<file path="config.mk">
export PLATFORM = sky130hd
export DESIGN_NAME = pipe_ctrl
export DESIGN_NICKNAME = d
export VERILOG_FILES = /design/src/rtl/pipe_ctrl_pkg.sv /design/src/rtl/pipe_ctrl_sat_cnt16.sv /design/src/rtl/pipe_ctrl.sv
export SDC_FILE = /design/constraint.sdc
export NUM_CORES = 1
export LEC_CHECK = 0
export CORE_MARGIN = 2
export CORE_UTILIZATION = 48
export DETAILED_ROUTE_END_ITERATION = 10
export PLACE_DENSITY = 0.76
export SLEW_MARGIN = 5
export SYNTH_ARGS = -nofsm -noshare
export SYNTH_HDL_FRONTEND = slang
export SYNTH_SLANG_ARGS = --single-unit
export TNS_END_PERCENT = 5
</file>
<file path="constraint.sdc">
create_clock -name clk -period 1.86 [get_ports clk]
set_input_delay 0.186 -clock clk [delete_from_list [all_inputs] [get_ports clk]]
set_output_delay 0.186 -clock clk [all_outputs]
set_load 0.05 [all_outputs]
</file>
<file path="src/rtl/pipe_ctrl_pkg.sv">
`default_nettype none
// ============================================================================
// Module      : pipe_ctrl_pkg
// Description : Shared definitions for the pipeline controller: control-FSM
//               state encoding, the NOP instruction word loaded into the
//               FETCH/DECODE latch on a flush, event-counter width and the
//               register-match helper used by the load-use hazard check.
// Revision    : 1.0 - initial release
// ============================================================================
package pipe_ctrl_pkg;

  // Width and ceiling of the stall / flush event counters
  localparam int                 c_cnt_w   = 16;
  localparam logic [c_cnt_w-1:0] c_cnt_max = {c_cnt_w{1'b1}};
  localparam logic [c_cnt_w-1:0] c_cnt_one = c_cnt_w'(1);

  // Instruction word the FETCH/DECODE latch loads when fd_flush is high
  localparam logic [15:0] c_nop_instr = 16'h1000;

  // Register-file address width of the source / destination fields
  localparam int c_reg_w = 3;

  // Control FSM states
  typedef enum logic [1:0] {
    ST_RUN    = 2'd0,  // normal issue
    ST_STALL  = 2'd1,  // one-cycle load-use recovery
    ST_DRAIN  = 2'd2,  // halt in flight, waiting for it to reach WRITEBACK
    ST_HALTED = 2'd3   // pipeline stopped, waiting for resume
  } state_t;

  // True when a source field is actually read and names the given register
  function automatic logic src_match(
    input logic               use_src,
    input logic [c_reg_w-1:0] src,
    input logic [c_reg_w-1:0] dst
  );
    return use_src && (src == dst);
  endfunction

endpackage : pipe_ctrl_pkg
`default_nettype wire

</file>
<file path="src/rtl/pipe_ctrl_sat_cnt16.sv">
`default_nettype none
// ============================================================================
// Module      : sat_cnt16
// Description : 16-bit saturating event counter. Adds one per cycle while
//               inc is high and sticks at all-ones instead of wrapping.
// Ports       : clk   - clock, rising edge
//               rst   - asynchronous active-high reset, clears the count
//               inc   - count this cycle
//               count - current count
// Revision    : 1.0 - initial release
// ============================================================================
module sat_cnt16
  import pipe_ctrl_pkg::*;
(
  input  logic               clk,
  input  logic               rst,
  input  logic               inc,
  output logic [c_cnt_w-1:0] count
);

  logic [c_cnt_w-1:0] r_count;

  always_ff @(posedge clk or posedge rst) begin
    if (rst) begin
      r_count <= '0;
    end else if (inc && (r_count != c_cnt_max)) begin
      r_count <= r_count + c_cnt_one;
    end
  end

  assign count = r_count;

endmodule : sat_cnt16
`default_nettype wire

</file>
<file path="src/rtl/pipe_ctrl.sv">
`default_nettype none
// ============================================================================
// Module      : pipe_ctrl
// Description : Pipeline hazard / flush / halt controller for a 5-stage core.
//               Detects load-use hazards between DECODE and EXECUTE, applies
//               branch flushes resolved in EXECUTE, drains the pipeline on a
//               halt instruction and restarts it on a resume pulse. Pipeline
//               enables are combinational from the current state so they act
//               in the same cycle as the triggering event.
// Ports       : clk, rst                 - clock, async active-high reset
//               dec_rqrd/rs, dec_use_*   - DECODE source fields and usage
//               dec_halt                 - DECODE holds a halt
//               ex_mem_read, ex_write_en - EXECUTE is a load / writes a reg
//               ex_write_reg             - EXECUTE destination register
//               ex_flush                 - taken branch/jump in EXECUTE
//               wb_halt                  - halt reached WRITEBACK
//               resume                   - restart pulse from HALTED
//               pc_en, fd_en             - PC / FETCH-DECODE enables
//               fd_flush                 - load NOP into FETCH/DECODE
//               dx_bubble                - clear DECODE/EXECUTE latch
//               halted                   - pipeline fully halted
//               stall_cnt, flush_cnt     - saturating event counters
// Revision    : 1.0 - initial release
// ============================================================================
module pipe_ctrl
  import pipe_ctrl_pkg::*;
(
  input  logic               clk,
  input  logic               rst,
  input  logic [c_reg_w-1:0] dec_rqrd,
  input  logic [c_reg_w-1:0] dec_rs,
  input  logic               dec_use_rqrd,
  input  logic               dec_use_rs,
  input  logic               dec_halt,
  input  logic               ex_mem_read,
  input  logic               ex_write_en,
  input  logic [c_reg_w-1:0] ex_write_reg,
  input  logic               ex_flush,
  input  logic               wb_halt,
  input  logic               resume,
  output logic               pc_en,
  output logic               fd_en,
  output logic               fd_flush,
  output logic               dx_bubble,
  output logic               halted,
  output logic [c_cnt_w-1:0] stall_cnt,
  output logic [c_cnt_w-1:0] flush_cnt
);

  state_t r_state;
  state_t w_next_state;
  logic   r_halted;

  logic w_hazard;
  logic w_pc_en;
  logic w_fd_en;
  logic w_fd_flush;
  logic w_dx_bubble;
  logic w_stall_inc;
  logic w_flush_inc;

  // Load-use hazard: EXECUTE is loading a register that DECODE reads
  assign w_hazard = ex_mem_read && ex_write_en &&
                    (src_match(dec_use_rqrd, dec_rqrd, ex_write_reg) ||
                     src_match(dec_use_rs,   dec_rs,   ex_write_reg));

  // --------------------------------------------------------------------------
  // Next-state and same-cycle control decode.
  // A flush always wins (except in HALTED, where nothing is in flight): the
  // instructions behind the branch are wrong-path, so any stall or halt they
  // would trigger is discarded along with them. The hazard is only looked at
  // in RUN; in STALL the load has already moved on, and in DRAIN the DECODE
  // slot only ever holds the NOP we are feeding in.
  // --------------------------------------------------------------------------
  always_comb begin
    w_next_state = r_state;
    w_pc_en      = 1'b0;
    w_fd_en      = 1'b0;
    w_fd_flush   = 1'b0;
    w_dx_bubble  = 1'b0;
    w_stall_inc  = 1'b0;
    w_flush_inc  = 1'b0;

    case (r_state)
      ST_RUN: begin
        if (ex_flush) begin
          w_pc_en      = 1'b1;
          w_fd_en      = 1'b1;
          w_fd_flush   = 1'b1;
          w_dx_bubble  = 1'b1;
          w_flush_inc  = 1'b1;
          w_next_state = ST_RUN;
        end else if (w_hazard) begin
          // Hold PC and FETCH/DECODE, push a bubble into EXECUTE
          w_dx_bubble  = 1'b1;
          w_stall_inc  = 1'b1;
          w_next_state = ST_STALL;
        end else if (dec_halt) begin
          // Let the halt proceed, stop fetching behind it
          w_fd_en      = 1'b1;
          w_fd_flush   = 1'b1;
          w_next_state = ST_DRAIN;
        end else begin
          w_pc_en      = 1'b1;
          w_fd_en      = 1'b1;
          w_next_state = ST_RUN;
        end
      end

      ST_STALL: begin
        if (ex_flush) begin
          w_pc_en      = 1'b1;
          w_fd_en      = 1'b1;
          w_fd_flush   = 1'b1;
          w_dx_bubble  = 1'b1;
          w_flush_inc  = 1'b1;
          w_next_state = ST_RUN;
        end else begin
          // Stalled instruction now advances; a halt sitting in DECODE
          // after the stall goes straight into the drain sequence
          w_pc_en      = 1'b1;
          w_fd_en      = 1'b1;
          w_next_state = dec_halt ? ST_DRAIN : ST_RUN;
        end
      end

      ST_DRAIN: begin
        if (ex_flush) begin
          // The halt was on the wrong path; abandon the drain
          w_pc_en      = 1'b1;
          w_fd_en      = 1'b1;
          w_fd_flush   = 1'b1;
          w_dx_bubble  = 1'b1;
          w_flush_inc  = 1'b1;
          w_next_state = ST_RUN;
        end else begin
          w_fd_en      = 1'b1;
          w_fd_flush   = 1'b1;
          w_dx_bubble  = 1'b1;
          w_next_state = wb_halt ? ST_HALTED : ST_DRAIN;
        end
      end

      ST_HALTED: begin
        w_dx_bubble  = 1'b1;
        w_next_state = resume ? ST_RUN : ST_HALTED;
      end

      default: begin
        w_next_state = ST_RUN;
      end
    endcase
  end

  // --------------------------------------------------------------------------
  // State register with registered halted flag
  // --------------------------------------------------------------------------
  always_ff @(posedge clk or posedge rst) begin
    if (rst) begin
      r_state  <= ST_RUN;
      r_halted <= 1'b0;
    end else begin
      r_state  <= w_next_state;
      r_halted <= (w_next_state == ST_HALTED);
    end
  end

  // While reset is held the pipeline is frozen and fed NOPs/bubbles,
  // independent of the clock.
  assign pc_en     = w_pc_en     && !rst;
  assign fd_en     = w_fd_en     && !rst;
  assign fd_flush  = w_fd_flush  ||  rst;
  assign dx_bubble = w_dx_bubble ||  rst;
  assign halted    = r_halted;

  // --------------------------------------------------------------------------
  // Event counters
  // --------------------------------------------------------------------------
  sat_cnt16 u_stall_cnt (
    .clk   (clk),
    .rst   (rst),
    .inc   (w_stall_inc),
    .count (stall_cnt)
  );

  sat_cnt16 u_flush_cnt (
    .clk   (clk),
    .rst   (rst),
    .inc   (w_flush_inc),
    .count (flush_cnt)
  );

endmodule : pipe_ctrl
`default_nettype wire

</file>
After elaboration in Yosys (flattened, before gate mapping)
Index checks and enable logic that the tools add are counted.
{"block": "classes", "n_addsub": 2, "n_reduce_logical": 16, "multipliers": 0, "bitwise": 0, "mux": 26, "n_eq_ne": 8, "div_mod_pow": 0, "shifts": 0, "order_cmp": 0}
{"cell": "$add A16 B1 Y16 const B", "n": 2}
{"cell": "$ne A16 B16 Y1 const B", "n": 2}
{"cell": "$mux W1", "n": 15}
{"cell": "$mux W2", "n": 6}
{"cell": "$pmux W1 S3", "n": 3}
{"cell": "$logic_and A1 B1 Y1", "n": 8}
{"cell": "$pmux W2 S4", "n": 1}
{"cell": "$eq A2 B2 Y1 const B", "n": 3}
{"cell": "$eq A3 B3 Y1", "n": 2}
{"cell": "$reduce_or A2 Y1", "n": 2}
{"cell": "$logic_or A1 B1 Y1", "n": 3}
{"cell": "$reduce_or A3 Y1", "n": 1}
{"cell": "$eq A2 B1 Y1 const B", "n": 1}
{"cell": "$logic_not A2 Y1", "n": 1}
{"cell": "$pmux W1 S2", "n": 1}
{"cell": "$logic_not A1 Y1", "n": 1}
{"block": "word_totals", "rom_bits": 0, "elab_cells": 56, "mem_bits_rw": 0, "latch_bits": 0, "reg_bits": 35, "n_memories": 0, "inputBits": 19}

Depth between registers and ports, before layout
Gate-level depths: netlist (run 1).
{"block": "logic_depth", "ltp_word": 8, "depth_mapped": 6, "depth_no_buf": 6}

Hierarchy
From an unflattened synthesis (run 1), not the netlist that was laid out.
{"block": "unflattened", "hier_cells": 190, "hier_area_um2": 1994.4}
{"mod": "sat_cnt16", "area_per_inst_um2": 805.8, "cells_each": 71, "n_inst": 2, "seq_area_each_um2": 400.4}
{"mod": "pipe_ctrl", "area_per_inst_um2": 382.9, "cells_each": 48, "n_inst": 1, "seq_area_each_um2": 75.1}

Worst setup path before layout (run 1)
No wires, ideal clock.
{"block": "synth_path", "kind": "reg2out", "from": "reg r_state[1]", "to": "out fd_flush", "required_time_ns": 1.674, "arrival_time_ns": 2.011, "path_slack_ns": -0.337, "path_buffers": 0, "path_stages_with_launch": 7, "path_cell_list": "dfrtp_1 -> inv_1 -> ha_1 -> a21o_1 -> a21oi_1 -> o21a_1 -> o21ai_0"}
{"block": "synth_between", "elab_chain_cells": 3}
{"item": "from (decl)", "line": "pipe_ctrl.sv:50", "source": "state_t r_state;"}
{"item": "from (signal assigned)", "line": "pipe_ctrl.sv:163", "source": "r_state <= w_next_state;"}
{"item": "$eq A2 B2 Y1, or another cell as far along", "line": "pipe_ctrl.sv:84", "source": "case (r_state)"}
{"item": "$pmux W1 S3 *", "line": "pipe_ctrl.sv:84"}
{"item": "$logic_or A1 B1 Y1 *", "line": "pipe_ctrl.sv:172", "source": "assign fd_flush = w_fd_flush || rst;"}
{"item": "to (decl)", "line": "pipe_ctrl.sv:43", "source": "output logic fd_flush,"}
Mark *: on every way between the ends. The rest lies on a longest branch, timed or not.

Worst setup path in the final report (run 1)
{"block": "layout_path", "from": "reg r_state[0]", "to": "out dx_bubble"}
{"block": "layout_between", "elab_chain_cells": 4}
{"item": "$eq A2 B2 Y1", "line": "pipe_ctrl.sv:84"}
{"item": "$reduce_or A2 Y1 (no source line)"}
{"item": "$pmux W1 S3 *", "line": "pipe_ctrl.sv:84"}
{"item": "$logic_or A1 B1 Y1 *", "line": "pipe_ctrl.sv:173", "source": "assign dx_bubble = w_dx_bubble || rst;"}
{"item": "to (decl)", "line": "pipe_ctrl.sv:44", "source": "output logic dx_bubble,"}
Marks and branches as above.

==> summary.txt, run 1 <==
Clocking
  – CTS H-tree depth: 2
  – Clock latency on the worst-skew pair: 0.29 ns
  – Cts hold-fix bufs: 0
  – TritonCTS buffer count: 5
  – Clock transition at path regs: 0.07 ns
  – CTS tree: built
  – Max clock buf depth: 2
  – CTS Sinks: 35
  – CTS Root Cell: clkbuf_8

Synthesis
  – Mapped Avg Cell Area: 10.74 um^2
  – Async set-reset flop share out of synthesis: 100.0%
  – Synthesis Warnings: 0
  – Most common cell in the synthesized netlist: dfrtp_1
  – Number of flops mapped to enable cells by yosys: 0
  – Synth area leaders: dfrtp_1 44%, xnor2_1 11%, ha_1 4.4%, nand4_1 4.4%, xor2_1 3.5%
  – Yosys top cell by area: dfrtp_1
  – Library cells used by synthesis: 44
  – Mapped Nets: 211
  – Top FF cell, synth: dfrtp_1
  – Sequential area share after synthesis: 44.08%
  – Mapped Area: 1987 um^2
  – Synthesis-stage register bit count: 35
  – Top-area cell type share of the netlist area: 44.08%
  – Post-synthesis cell count: 185
  – Commonest cells post-synth: 35 x dfrtp_1, 26 x xnor2_1, 15 x nand2_1, 14 x nand4_1, 9 x nand3_1

Floorplanning
  – Core Area: 4000 um^2
  – Io pins: 56
  – Site row count: 23
  – Die width: 68.34 um
  – Die area: 4670 um^2
  – Die H: 68.34 um
  – Initial Utilization: 49.67%

Final layout
  – Synth-to-Final Area Change: 45.02%
  – Share of layout cells above drive strength 1: 21.59%
  – Nets: 289
  – Fillers: 325
  – N_diodes: 0

STA
  – RSZ-0062 raised after global routing: true
  – Relative slew margins: 65.40%
  – Least-Margin Pin Slew: 0.5174 ns
  – Final hold vios: 0
  – Sum of negative setup slack: 0 ns
  – Final worst path period share: 96.59%
  – Final Slew Violations: 0
  – Final Skew: 0.003513 ns
  – Final setup viols: 0
  – F_max: 0.5566 GHz
  – Crit path time final: 1.797 ns

Setup path
  – Reg2reg setup slack: 0.09 ns
  – WP data required: 1.67 ns
  – WS Path Type: reg -> out
  – Maximum fanout along the worst path: 6
  – Worst setup path endpoint: dx_bubble
  – R2r worst-path depth: 5
  – Critical path origin: r_state[0]$_DFF_PP0_
  – Setup crit start kind: flop
  – Reg2Reg Launch Point: u_flush_cnt.count[0]$_DFFE_PP0P_
  – WP data arrival: 1.61 ns
  – Crit end category: output port
  – RR Endpoint: u_flush_cnt.count[15]$_DFFE_PP0P_

Drt
  – Drt wl/cell: 13.82 um
  – Post-route ant nets: 0
  – DRC viols: 0
  – Initial DRC count: 63
  – Final WL: 4340 um
  – Drt via density: 5.322
  – Pre-Repair DR Iteration Count: 4
  – Via count: 1671

Global routing
  – Largest net degree at the start of global routing: 32
  – Grt ovf: 0
  – GRT Overall Usage: 20.91%
  – Vias in the first global route: 1607
  – Initial antenna violation count: 0
  – Global-route wire length before repair: 7265 um

Placed design
  – Detailed Place HPWL: 3214 um
  – RD Place Congestion: 0.8640
  – Port bufs: 55

Run status
  – Status: complete, no violations

Power and ir drop
  – Power density over cell area: 913.1 nW/um^2
  – Leak pwr: 1.295 nW
  – Max rail drop VDD: 0.4436 mV
  – PnR Total Power: 0.002631 W

Run
  – Max-cap viol count: 0

Hold path
  – Worst Hold Class: in -> async
-- worst max-delay path, stage by stage (launching register included) --
cell     delay [ns]
dfrtp_1        0.42
inv_2          0.09
ha_1           0.26
nor3b_1        0.27
o21ai_1        0.11
buf_6          0.17
-- area by class of cell --
cell class	count	area, um^2	share of cell area, %
Tap cell	50	62.56	2.171
Inverter	6	22.52	0.7816
Sequential cell	35	875.8	30.40
Clock inverter	2	35.03	1.216
Timing Repair Buffer	73	698.2	24.23
Clock buffer	6	82.58	2.866
Multi-Input combinational cell	142	1105	38.34
-- registers in the layout (all words and copies together), names as in the netlist --
name               flops
r_state                2
u_flush_cnt.count     16
halted                 1
u_stall_cnt.count     16
-- through the flow --
stage               setup WS [ns]  cells  util [%]  hold slack, ns  instance area, um^2
floorplan                 -0.2579    185         -          0.3372                 1987
global placement         -0.09396    304     67.44          0.4515                 2698
detailed placement        -0.1486    304     67.44          0.4549                 2698
CTS                      0.007793    314     70.97          0.1700                 2839
global route             -0.06708    314     72.04          0.2280                 2882
finish                    0.06341    314     72.04          0.2083                 2882
-- cell families after synthesis --
family          share of synthesized area, %
compound gates                         8.565
xor+xnor                               14.99
fa+ha+maj                              4.408
buf+inv                                1.763
flops                                  44.08
mux                                    1.700
simple gates                           24.50
-- per-layer routing --
metal	track usage [%]	vias up	wire length [um]
li1	-	822	-
met1	28.96	786	1990
met2	31.55	54	2000
met3	6.086	9	286
met4	6.250	0	61
met5	0	-	0
-- cells in the final DEF, fill, tap and decap left out, drive strengths merged, types with 2 or more instances in the layout --
master	Yosys	routed
clkdlybuf4s50	0	42
dfrtp	35	35
xnor2	26	26
buf	2	22
nand2	17	17
nand4	15	15
nand3	10	10
nor2	9	9
and3	9	9
xor2	8	8
ha	7	7
clkbuf	0	6
dlymetal6s2s	0	6
inv	6	6
nor4	5	5
a21oi	5	5
dlygate4sd2	0	3
nand2b	3	3
mux2	3	3
o21ai	3	3
nor3	3	3
nand4b	2	2
and2	2	2
a21o	2	2
a21boi	2	2
and4	2	2
-- worst min path at each step --
stage,start,to
floorplan,dec_halt,r_state[1]$_DFF_PP0_
global placement,rst,u_stall_cnt.count[7]$_DFFE_PP0P_
detailed placement,rst,u_stall_cnt.count[1]$_DFFE_PP0P_
CTS,rst,u_stall_cnt.count[1]$_DFFE_PP0P_
global route,rst,u_stall_cnt.count[1]$_DFFE_PP0P_
finish,rst,u_stall_cnt.count[1]$_DFFE_PP0P_
-- where the power goes --
group	switching [W]	internal (W)
Sequential	0.000109	0.000857
Clock	0.000276	0.000434
Combinational	0.000584	0.000372
Total	0.000969	0.00166
-- timing repair --
action                     in CTS  in global routing
resized for setup               9                 16
pin swaps                       3                  8
setup endpoints to repair       4                  9
hold endpoints to repair        0                  0
setup buffers                   2                  0
Power figures use the tool's default switching activity.
==> run 2: changes to the inputs <==
CORE_UTILIZATION = 56   (was 48)
DONT_BUFFER_PORTS = 1   (was unset)
PLACE_DENSITY = 0.7   (was 0.76)
clock period = 1.55 ns   (was 1.86 ns; I/O delays follow)
==> summary.txt, run 2 (synthesized netlist as in run 1, its figures left out) <==
Run status
  – Status: complete, but fails checks
  – Failing checks: negative setup slack

STA
  – Final Slew Violations: 0 (unchanged)
  – Least-Margin Pin Slew: 0.4582 ns (-0.05923 ns)
  – Relative slew margins: 69.20% (+3.8 points)
  – Final Skew: 0.01517 ns (+0.01166 ns)
  – Final worst path period share: 122.2%
  – Crit path time final: 1.894 ns
  – RSZ-0062 raised after global routing: true
  – Sum of negative setup slack: -2.124 ns (-2.124 ns)
  – Final setup viols: 16 (+16)
  – Final WS setup: -0.3441 ns (-0.4075 ns)
  – Final hold vios: 0 (unchanged)
  – F_max: 0.5279 GHz

Setup path
  – Crit end category: output port
  – Maximum fanout along the worst path: 3 (-3)
  – Kind of cell adding the most delay to the critical path: flip-flops
  – Critical path's slowest cell: dfrtp_1
  – Setup crit start kind: flop
  – Buf/Inv on CP: 2 (unchanged)
  – Critical Path, Cell by Cell: inv_2 -> ha_2 -> a21o_1 -> nor3_1 -> o21ai_1 -> buf_4
  – WP data required: 1.39 ns (-0.28 ns)
  – WS Path Type: reg -> out
  – Critical Path Max Stage Delay: 0.41 ns (about the same)
  – WP data arrival: 1.74 ns (+0.13 ns)

Drt
  – Met2 WL: 2543 um (+27%)
  – Final WL: 4901 um (+13%)
  – Drt wl/cell: 16.73 um (+21%)
  – Via count: 1669 (-0.12%)
  – Met3 Wirelength: 251 um (-12%)
  – Post-route ant nets: 0 (unchanged)
  – Drt via density: 5.696 (+7.0%)
  – DRC viols: 0 (unchanged)
  – Initial DRC count: 117 (+86%)
  – WL met1: 2038 um (+2.4%)
  – Uppermost routed layer: met4
  – Pre-Repair DR Iteration Count: 4 (unchanged)

Run
  – Max-cap viol count: 0 (unchanged)

Floorplanning
  – Die H: 63.57 um (-7.0%)
  – Initial Utilization: 59.08% (+9.4 points)
  – Core Area: 3363 um^2 (-16%)
  – Die area: 4041 um^2 (-13%)
  – Io pins: 56 (unchanged)
  – Die width: 63.57 um (-7.0%)
  – Site row count: 21 (-8.7%)

Placed design
  – Dpl ws: -0.1851 ns (-0.03651 ns)
  – Post-placement cell count: 282 (-7.2%)
  – DP Area: 2470 um^2 (-8.4%)
  – RD Place Congestion: 0.8785 (+1.7%)
  – Port bufs: 0 (-100%)
  – Detailed Place HPWL: 3527 um (+9.7%)

Final layout
  – Nets: 272 (-5.9%)
  – Commonest non-fill, non-tap cell in the layout: buf_4
  – Commonest cells after routing, fill and taps aside: 49 x buf_4, 24 x xnor2_1, 18 x dfrtp_1
  – Share of layout cells above drive strength 1: 47.77% (+26 points)
  – Finished Layout Cells: 293 (-6.7%)
  – Design Area, Final: 2693 um^2 (-6.6%)
  – N_diodes: 0 (unchanged)
  – Synth-to-Final Area Change: 35.52%

Global routing
  – Largest net degree at the start of global routing: 21 (-34%)
  – Global-route wire length before repair: 8093 um (+11%)
  – Initial antenna violation count: 0 (unchanged)
  – GRT Overall Usage: 26.14% (+5.2 points)
  – Vias in the first global route: 1754 (+9.1%)
  – Grt ovf: 0 (unchanged)

Clocking
  – CTS Sinks: 35 (unchanged)
  – TritonCTS buffer count: 5 (unchanged)
  – Clock latency on the worst-skew pair: 0.35 ns (+0.06 ns)
  – Max clock buf depth: 2 (unchanged)
  – CTS tree: built
  – Setup bufs post-CTS: 0 (-2)
  – Clock transition at path regs: 0.10 ns (+0.03 ns)
  – CTS H-tree depth: 2 (unchanged)
  – CTS Root Cell: clkbuf_4

Hold path
  – Worst Hold Class: in -> reg

Power and ir drop
  – Max rail drop VDD: 0.6327 mV (+43%)
  – Power density over cell area: 1076 nW/um^2 (+18%)
  – Leak pwr: 1.207 nW (-6.8%)
  – PnR Total Power: 0.002898 W (+10%)
[run 2: path summary, 6_finish.rpt]
path | from | end | slack [ns] | depth (start not counted)
worst min register to register | u_stall_cnt.count[10]$_DFFE_PP0P_ | u_stall_cnt.count[10]$_DFFE_PP0P_ | 0.56 | 1
worst max register to register | u_flush_cnt.count[10]$_DFFE_PP0P_ | u_flush_cnt.count[11]$_DFFE_PP0P_ | -0.13 | 5
min in group asynchronous | rst | u_flush_cnt.count[8]$_DFFE_PP0P_ | 0.35 | 3
worst max-delay path | r_state[1]$_DFF_PP0_ | dx_bubble | -0.34 | 6
max in group asynchronous | rst | u_stall_cnt.count[5]$_DFFE_PP0P_ | 0.93 | 3
worst min-delay path | resume | halted$_DFF_PP0_ | 0.05 | 2
[run 2: final cells by class]
| type | count | area [um^2] |
|---|---|---|
| multi-input combinational | 142 | 1195 |
| sequential | 35 | 897.1 |
| fill | 227 | 670.6 |
| timing repair buffer | 56 | 451.7 |
| clock buffer | 8 | 68.82 |
| tap | 46 | 57.56 |
| inverter | 6 | 22.52 |
[run 2: what timing repair did]
action / in CTS / in global routing
setup endpoints to repair: 31 / 35
pin swaps: 4 / 5
hold buffers: 3 / 0
resized for setup: 17 / 13
hold endpoints to repair: 37 / 0
[run 2: metrics by stage]
stage | utilization (%) | hold slack [ns]
floorplan | - | 0.3062
global placement | 73.44 | 0.1544
detailed placement | 73.44 | 0.1617
CTS | 78.46 | 0.02907
global route | 80.06 | 0.06621
finish | 80.06 | 0.05239
[run 2: routing by layer]
layer	vias to the layer above	GRT usage, %
met5	-	0
met4	0	9.511
met3	6	8.571
met2	55	46.18
met1	823	29.15
li1	785	-
[run 2: worst register-to-register path, delay by kind of cell (launching register included)]
kind	cells	cell delay, ns
and+or+nand+nor	3	0.54
DFF	1	0.42
AOI/OAI and AO/OA	1	0.47
xor gates and xnor gates	1	0.15
[run 2: power breakdown]
part,internal (W),leakage [nW],switching (W)
sequential,0.00104,0.447,0.0000935
clock,0.000267,0.0386,0.000314
combinational,0.000421,0.721,0.000761
total,0.00173,1.21,0.00117
==> run 3: changes to the inputs <==
CORE_MARGIN = unset   (was 2)
==> summary.txt, run 3 (synthesized netlist as in run 1, its figures left out) <==
Setup path
  – Reg2reg setup slack: -0.10 ns (+0.03 ns)
  – WP data arrival: 1.73 ns (about the same)
  – WS Path Type: reg -> out
  – Critical path's slowest cell: dfrtp_1
  – Critical Path Max Stage Delay: 0.43 ns (+0.02 ns)
  – R2r worst-path depth: 5 (unchanged)
  – Critical Path, Cell by Cell: buf_6 -> ha_4 -> a21o_1 -> a21oi_1 -> o21a_1 -> o21ai_2 -> buf_6
  – Critical path's most frequent cell: buf_6
  – Maximum fanout along the worst path: 3 (unchanged)
  – Crit end category: output port
  – Setup crit start kind: flop
  – WP data required: 1.39 ns (about the same)

Power and ir drop
  – Power density over cell area: 1113 nW/um^2 (+3.4%)
  – Leak pwr: 1.223 nW (+1.3%)
  – Max rail drop VDD: 0.6570 mV (+3.8%)

Placed design
  – Port bufs: 0 (unchanged)
  – DP Area: 2470 um^2 (unchanged)
  – Post-placement cell count: 282 (unchanged)
  – Detailed Place HPWL: 3441 um (-2.5%)
  – RD Place Congestion: 0.8931 (+1.7%)

Run status
  – Status: complete, but fails checks
  – Failing checks: negative setup slack

STA
  – Final Skew: 0.01297 ns (-0.002197 ns)
  – Final WS setup: -0.3350 ns (+0.009177 ns)
  – Final worst path period share: 121.6% (-0.59 points)
  – Crit path time final: 1.885 ns (-0.009177 ns)
  – Relative slew margins: 69.60% (+0.41 points)
  – Final setup viols: 19 (+3)
  – RSZ-0062 raised after global routing: true
  – Sum of negative setup slack: -1.897 ns (+0.2264 ns)
  – F_max: 0.5305 GHz (+0.49%)
  – Final Slew Violations: 0 (unchanged)
  – Final hold vios: 0 (unchanged)
  – Least-Margin Pin Slew: 0.4562 ns (-0.001951 ns)

Drt
  – Drt wl/cell: 16.80 um (+0.45%)
  – Final WL: 4940 um (+0.80%)
  – Via count: 1691 (+1.3%)
  – Drt via density: 5.752 (+0.97%)
  – Post-route ant nets: 0 (unchanged)
  – Pre-Repair DR Iteration Count: 4 (unchanged)
  – Initial DRC count: 75 (-36%)
  – DRC viols: 0 (unchanged)

Final layout
  – Share of layout cells above drive strength 1: 47.58% (-0.19 points)
  – Design Area, Final: 2736 um^2 (+1.6%)
  – N_diodes: 0 (unchanged)
  – Synth-to-Final Area Change: 37.72%
  – Commonest cells after routing, fill and taps aside: 48 x buf_4, 26 x xnor2_1, 18 x dfrtp_2
  – Fillers: 228 (+0.44%)
  – Finished Layout Cells: 294 (+0.34%)
  – Commonest non-fill, non-tap cell in the layout: buf_4
  – Nets: 273 (+0.37%)

Global routing
  – Vias in the first global route: 1603 (-8.6%)
  – Grt ovf: 0 (unchanged)
  – Largest net degree at the start of global routing: 21 (unchanged)
  – GRT Overall Usage: 26.78% (+0.64 points)
  – Initial antenna violation count: 0 (unchanged)
  – Global-route wire length before repair: 7258 um (-10%)

Clocking
  – Max clock buf depth: 2 (unchanged)
  – CTS Root Cell: clkbuf_4
  – CTS tree: built
  – TritonCTS buffer count: 5 (unchanged)
  – Clock transition at path regs: 0.11 ns (about the same)
  – CTS Sinks: 35 (unchanged)
  – Clock latency on the worst-skew pair: 0.34 ns (about the same)
  – CTS H-tree depth: 2 (unchanged)

Floorplanning
  – Initial Utilization: 59.08% (unchanged)
  – Die area: 3790 um^2 (-6.2%)
  – Die H: 61.57 um (-3.1%)
  – Die width: 61.57 um (-3.1%)
  – Io pins: 56 (unchanged)
  – Core Area: 3363 um^2 (unchanged)
  – Site row count: 21 (unchanged)

Hold path
  – Worst Hold Class: in -> reg
  – Worst Hold Depth: 2 (unchanged)

Run
  – Max-cap viol count: 0 (unchanged)
[run 3: final cells by class]
| cell class | count | area, um^2 | area share [%] |
|---|---|---|---|
| inverters | 6 | 25.02 | 0.9145 |
| well taps | 46 | 57.56 | 2.103 |
| multi-input cells | 142 | 1202 | 43.94 |
| flip-flops and latches | 35 | 898.4 | 32.83 |
| clock buffers | 6 | 51.30 | 1.875 |
| repair buffers | 57 | 466.7 | 17.06 |
| clock inverters | 2 | 35.03 | 1.280 |
[run 3: timing repair]
action / CTS / global route
gates resized for setup: 15 / 20
buffers inserted: 0 / 1
pin swaps: 5 / 8
gates cloned: 0 / 0
setup endpoints to repair: 32 / 34
hold buffers: 3 / 0
hold endpoints to repair: 37 / 0
[run 3: final timing paths]
path | from | endpoint
setup / recovery | r_state[1]$_DFF_PP0_ | fd_flush
hold / removal | resume | halted$_DFF_PP0_
setup reg to reg | u_flush_cnt.count[15]$_DFFE_PP0P_ | u_flush_cnt.count[15]$_DFFE_PP0P_
hold reg to reg | u_stall_cnt.count[12]$_DFFE_PP0P_ | u_stall_cnt.count[12]$_DFFE_PP0P_
max in group asynchronous | rst | u_stall_cnt.count[1]$_DFFE_PP0P_
min in group asynchronous | rst | u_flush_cnt.count[6]$_DFFE_PP0P_
[run 3: critical path: cells and delay by family, from the launching register on]
kind	cells	cell delay [ns]
AO/OA/AOI/OAI	4	0.51
adder cells (fa/ha/maj)	1	0.16
buffers and inverters	2	0.30
flip-flops	1	0.43
[run 3: metal layers]
metal | GRT usage (%) | wire length, um
met1 | 32.76 | 1996
met2 | 46.24 | 2550
met3 | 7.353 | 315
met4 | 7.619 | 78
met5 | 0 | 0
[run 3: per-stage QoR]
step | power (W) | setup slack [ns] | util [%] | hold WS, ns
2_1_floorplan | 0.001903 | -0.2363 | - | 0.3062
3_5_place_dp | 0.002280 | -0.2032 | 73.44 | 0.1791
6_report | 0.003045 | -0.3350 | 81.36 | 0.08778
3_3_place_gp | 0.002230 | -0.1216 | 73.44 | 0.1556
5_1_grt | 0.003183 | -0.4038 | 81.36 | 0.08039
4_1_cts | 0.003005 | -0.3064 | 78.46 | 0.04174
[run 3: power breakdown]
group	internal [W]	total [W]	switching [W]
logic	0.000439	0.00120	0.000760
clock network	0.000381	0.000701	0.000320
registers	0.00104	0.00115	0.000104
